`src/rtl/fifo_read_streamer.sv`:
```
// fifo_read_streamer
// Read-end consumer for an asynchronous FIFO, living entirely in the read
// clock domain. Words are popped from the FIFO's show-ahead read port and
// held in a registered two-entry skid buffer. They leave as a valid/ready
// stream. Every BURST_LEN-th popped word is tagged with m_last, and each
// accepted last word advances a wrapping burst counter.
//
// Ports:
//   rclk      read-domain clock, rising edge
//   rrst      synchronous active-high reset
//   en        allows new FIFO pops (buffered words always drain)
//   rempty    FIFO empty flag
//   rdata     FIFO head word, valid while rempty=0
//   rinc      FIFO pop strobe
//   m_valid   stream word valid
//   m_data    stream word (registered, from buffer head)
//   m_last    final word of a burst (registered, from buffer head)
//   m_ready   downstream accept
//   burst_cnt completed bursts, wraps modulo 2^CNT_WIDTH
//   busy      buffer non-empty or a pop in progress
//
// Handshake: a word transfers on a rising edge where m_valid & m_ready are
// both 1. While m_valid=1 and m_ready=0, m_data/m_last hold steady and
// m_valid stays high. rinc depends only on registered state and FIFO/en/rrst
// inputs, never on m_ready, so the pop path has no combinational loop
// through the downstream consumer.

module fifo_read_streamer #(
  parameter int DATA_WIDTH = 8,
  parameter int BURST_LEN  = 4,
  parameter int CNT_WIDTH  = 16
) (
  input  logic                  rclk,
  input  logic                  rrst,
  input  logic                  en,
  input  logic                  rempty,
  input  logic [DATA_WIDTH-1:0] rdata,
  output logic                  rinc,
  output logic                  m_valid,
  output logic [DATA_WIDTH-1:0] m_data,
  output logic                  m_last,
  input  logic                  m_ready,
  output logic [CNT_WIDTH-1:0]  burst_cnt,
  output logic                  busy
);

  // Occupancy of the skid buffer doubles as the control state.
  typedef enum logic [1:0] {
    OCC_EMPTY = 2'd0,
    OCC_ONE   = 2'd1,
    OCC_TWO   = 2'd2
  } occ_t;

  // BURST_LEN is at most 65535, so the beat index fits in 16 bits.
  localparam logic [15:0] LAST_BEAT = 16'(BURST_LEN - 1);

  occ_t                  occ, occ_nxt;
  logic [DATA_WIDTH-1:0] e0_data, e0_data_nxt;
  logic [DATA_WIDTH-1:0] e1_data, e1_data_nxt;
  logic                  e0_last, e0_last_nxt;
  logic                  e1_last, e1_last_nxt;
  logic [15:0]           beat, beat_nxt;
  logic [CNT_WIDTH-1:0]  cnt_nxt;
  logic                  push;
  logic                  pop;
  logic                  push_last;

  assign rinc      = en & ~rempty & (occ != OCC_TWO) & ~rrst;
  assign m_valid   = (occ != OCC_EMPTY);
  assign m_data    = e0_data;
  assign m_last    = e0_last;
  assign busy      = m_valid | rinc;

  assign push      = rinc;
  assign pop       = m_valid & m_ready;
  assign push_last = (beat == LAST_BEAT);

  always_comb begin
    occ_nxt     = occ;
    e0_data_nxt = e0_data;
    e0_last_nxt = e0_last;
    e1_data_nxt = e1_data;
    e1_last_nxt = e1_last;
    beat_nxt    = beat;
    cnt_nxt     = burst_cnt;

    // Beat position advances on every pop from the FIFO, independent of
    // en pauses or an empty FIFO, so bursts are never cut short.
    if (push) begin
      beat_nxt = push_last ? 16'd0 : beat + 16'd1;
    end

    if (pop && e0_last) begin
      cnt_nxt = burst_cnt + 1'b1;
    end

    case (occ)
      OCC_EMPTY: begin
        if (push) begin
          e0_data_nxt = rdata;
          e0_last_nxt = push_last;
          occ_nxt     = OCC_ONE;
        end
      end
      OCC_ONE: begin
        if (push && pop) begin
          // Head leaves while the new word replaces it: full throughput.
          e0_data_nxt = rdata;
          e0_last_nxt = push_last;
        end else if (push) begin
          e1_data_nxt = rdata;
          e1_last_nxt = push_last;
          occ_nxt     = OCC_TWO;
        end else if (pop) begin
          occ_nxt = OCC_EMPTY;
        end
      end
      OCC_TWO: begin
        // rinc is blocked at this occupancy, so only a pop can happen.
        if (pop) begin
          e0_data_nxt = e1_data;
          e0_last_nxt = e1_last;
          occ_nxt     = OCC_ONE;
        end
      end
      default: begin
        occ_nxt = OCC_EMPTY;
      end
    endcase
  end

  always_ff @(posedge rclk) begin
    if (rrst) begin
      occ       <= OCC_EMPTY;
      e0_data   <= '0;
      e0_last   <= 1'b0;
      e1_data   <= '0;
      e1_last   <= 1'b0;
      beat      <= 16'd0;
      burst_cnt <= '0;
    end else begin
      occ       <= occ_nxt;
      e0_data   <= e0_data_nxt;
      e0_last   <= e0_last_nxt;
      e1_data   <= e1_data_nxt;
      e1_last   <= e1_last_nxt;
      beat      <= beat_nxt;
      burst_cnt <= cnt_nxt;
    end
  end

endmodule

```
`config.mk`:
```
export PLATFORM = sky130hd
export DESIGN_NAME = fifo_read_streamer
export DESIGN_NICKNAME = d
export VERILOG_FILES = /design/src/rtl/fifo_read_streamer.sv
export SDC_FILE = /design/constraint.sdc
export NUM_CORES = 1
export LEC_CHECK = 0
export CAP_MARGIN = 20
export CORE_ASPECT_RATIO = 0.9
export CORE_UTILIZATION = 40
export CTS_BUF_LIST = sky130_fd_sc_hd__clkbuf_4 sky130_fd_sc_hd__clkbuf_8
export DETAILED_ROUTE_END_ITERATION = 10
export GPL_ROUTABILITY_DRIVEN = 0
export MAX_ROUTING_LAYER = met4
export PLACE_DENSITY = 0.74
export SETUP_SLACK_MARGIN = 0.15
export SYNTH_ARGS = -nofsm -noshare
export SYNTH_HDL_FRONTEND = slang
export SYNTH_SLANG_ARGS = --single-unit
```
`constraint.sdc`:
```
create_clock -name rclk -period 1.81 [get_ports rclk]
set_input_delay 0.362 -clock rclk [delete_from_list [all_inputs] [get_ports rclk]]
set_output_delay 0.362 -clock rclk [all_outputs]
set_load 0.05 [all_outputs]
```
==> flow_summary.toml <==
[logic_synthesis]
synth_top_family_by_area = "simple AND/OR/NAND/NOR gates"
synth_area_leaders = "dfxtp_1 (43%), nor2_1 (5.5%), a21oi_1 (5.4%), nand3_1 (3.9%), o221a_2 (3.7%)"
synth_xor_area_share_pct = 5.45
yosysUniqueCellTypes = 46
synth_area_per_cell_um2 = 8.46
synth_common_cells = "dfxtp_1 (52), nor2_1 (35), a21oi_1 (26)"
syn_area_mm2 = 0.00241
synth_fa_ha_area_share_pct = 1.04
synthSimpleGateAreaFrac_pct = 28.9
syn-num-nets = 300
synth_seq_cells = 52
syn_inst = 285
async_reset_ff_share_pct = 0
synthFlopType = "dfxtp_1"
muxShareOfSynthArea_pct = 1.35
synth.largest_area_cell = "dfxtp_1"
synth_most_common_cell = "dfxtp_1"
yosys_warnings = 0
synth_edf_count = 0
yosysSeqAreaShare_pct = 43.2
synth_top_area_share_pct = 43.2
synth-compound-area-share_pct = 15.9

[timing]
setup_viol = 0
hold_violations = 0
period_needed_ns = 1.77
rsz0062_at_grt = "true"
slew_viol_final = 0
clock_skew_ns = 0.00701
worst_slew_pin_slew_ns = 0.388
slew_headroom_pct = 73.9
setup_slack_ns = 0.0376
clock.fmax_ghz = 0.564
fin_crit_sh_pct = 97.9

[pwr]
pwr-share-clk_pct = 31.7
p_comb_share_pct = 14.0
p_leak_nw = 1.26
p_sw_uw = 568
p_seq_share_pct = 54.3
p_int_mw = 1.58
netSwitchingFraction_pct = 26.5
vdd_drop_max_uv = 444
p_per_area_mw_per_mm2 = 654

[setup_path]
worstSetupPathType = "reg -> out"
critPathArrivalTime_ns = 1.41
worstPathCellList = "buf_6, or2_4, or2_4, buf_12"
cp-start-kind = "register"
cp_slowest_cell = "dfxtp_4"
cpPeakStageDelay_ns = 0.36
critPathMaxFanout = 3
path_common_cell = "or2_4"
end_kind = "output port"
cp_data_required_time_ns = 1.45

[route]
vias = 2286
routed_via_density = 5.38
drt_iter0_drc = 153
avgRoutedWirePerCell_um = 13.0
detail-route-antenna-nets = 0
firstDrtPassIters = 4
wirelength_um = 5530
drcViolationCount = 0

[layout]
num-nets-final = 369
post_route_cells_drive_above_1_share_pct = 33.2
final.fill_count = 495
postLayoutCellArea_mm2 = 0.00328
synthToLayoutAreaGrowth_pct = 36.2
antennaDiodeCount = 0

[min_path]
hp-class = "reg -> reg"

[global_route]
gr-usage-all-layers_pct = 17.7
antenna_found_initial = 0
grt_max_degree = 23
grt_pass1_wl_um = 8880
gr-total-overflow = 0
grt_pass1_vias = 2033

[place]
dpl_cell_area_mm2 = 0.00304
dp_hpwl_um = 3920
pre_cts_slack_ns = -0.328
portBuffers = 40

[clocking]
cts_root_buffer = "clkbuf_8"
cts_tree = "yes"
cts.sinks = 52
worst_skew_pair.late_latency_ns = 0.31
cts_max_level = 2
cts_made_buffers = 5
clockBufferDepth = 2
clk_pin_slew_ns = 0.09

[die]
die_height_um = 75.6
die_area_mm2 = 0.00634
fp.coreArea_mm2 = 0.00576
initial_core_util_pct = 41.9
rows = 26
io_pins = 41
die_x_um = 83.8

[status]
status = "finished clean"

[flow_run]
drv_cap = 0
==> registers in the layout, summed over array words and instances, names as in the netlist <==
name	cells
beat	16
burst_cnt	16
e1_data	8
m_data	8
occ	2
e1_last	1
m_last	1
==> cell type report <==
class                   count  area, um^2  area share [%]
repair buffers             76         646            19.7
inverters                  10        37.5            1.14
clock buffers               6        76.3            2.33
clock inverters             2        16.3           0.496
multi-input cells         209        1330            40.5
flip-flops and latches     52        1090            33.2
well taps                  70        87.6            2.67
==> cells in the final DEF, fill, tap and decap left out, drive strengths merged, types with 7 or more instances in the layout <==
cell and count:
clkdlybuf4s50 8, nand3 19, nor2 35, o21ai 10
nand4 8, nor4 7, o221a 8, inv 10
clkbuf 7, nand2 23, xnor2 10, a21oi 26
or3 8, buf 64, dfxtp 52
==> critical path: cells and delay by family, from the launching register on <==
kind	cells	cell delay, ns
buffers and inverters	2	0.26
DFF	1	0.36
and+or+nand+nor	2	0.49
==> layer usage <==
metal  share of wire (%)  vias to the layer above  GRT usage [%]
li1                    -                     1156              -
met1                  49                     1096           22.3
met2                  47                       27           30.0
met3                 2.3                        7           2.93
met4                 1.0                        0           5.17
met5                   0                        -              -
==> logic make-up after synthesis <==
kind of cell / after synthesis
XOR/XNOR: 15
adder cells (fa/ha/maj): 2
multiplexers: 3
buffers and inverters: 24
flip-flops: 52
AO/OA/AOI/OAI: 57
AND/OR/NAND/NOR: 132
==> stage by stage <==
stage	total power [mW]	hold WS (ns)	utilization, %	std cells	setup TNS [ns]
global placement	1.47	0.443	52.8	406	-6.96
floorplan	1.35	0.437	-	285	0
finish	2.15	0.465	57.0	425	0
global route	2.23	0.483	57.0	425	0
detailed placement	1.48	0.449	52.8	406	-8.86
CTS	2.16	0.463	55.8	421	0
==> power groups by stage <==
stage	combinational, mW	sequential (mW)	clock [mW]
floorplan	0.108	1.24	0
global placement	0.278	1.19	0
detailed placement	0.282	1.19	0
global route	0.321	1.17	0.741
CTS	0.293	1.17	0.700
finish	0.301	1.16	0.679
==> path summary, 6_finish.rpt <==
path	depth (start not counted)	end	slack, ns	startpoint
worst max-delay path	4	busy	0.04	occ[0]
worst min-delay path	2	e1_data[3]	0.47	e1_data[3]
worst max register to register	6	e1_last	0.24	beat[0]
worst min register to register	2	e1_data[3]	0.47	e1_data[3]
==> what timing repair did <==
| action | CTS | global route |
|---|---|---|
| cloned | 0 | 1 |
| gates resized for setup | 13 | 17 |
| pin swaps | 4 | 7 |
| hold buffers | 0 | 0 |
| buffers inserted | 7 | 3 |
| endpoints found under the setup margin | 28 | 32 |
(Power assumes the default switching activity.)
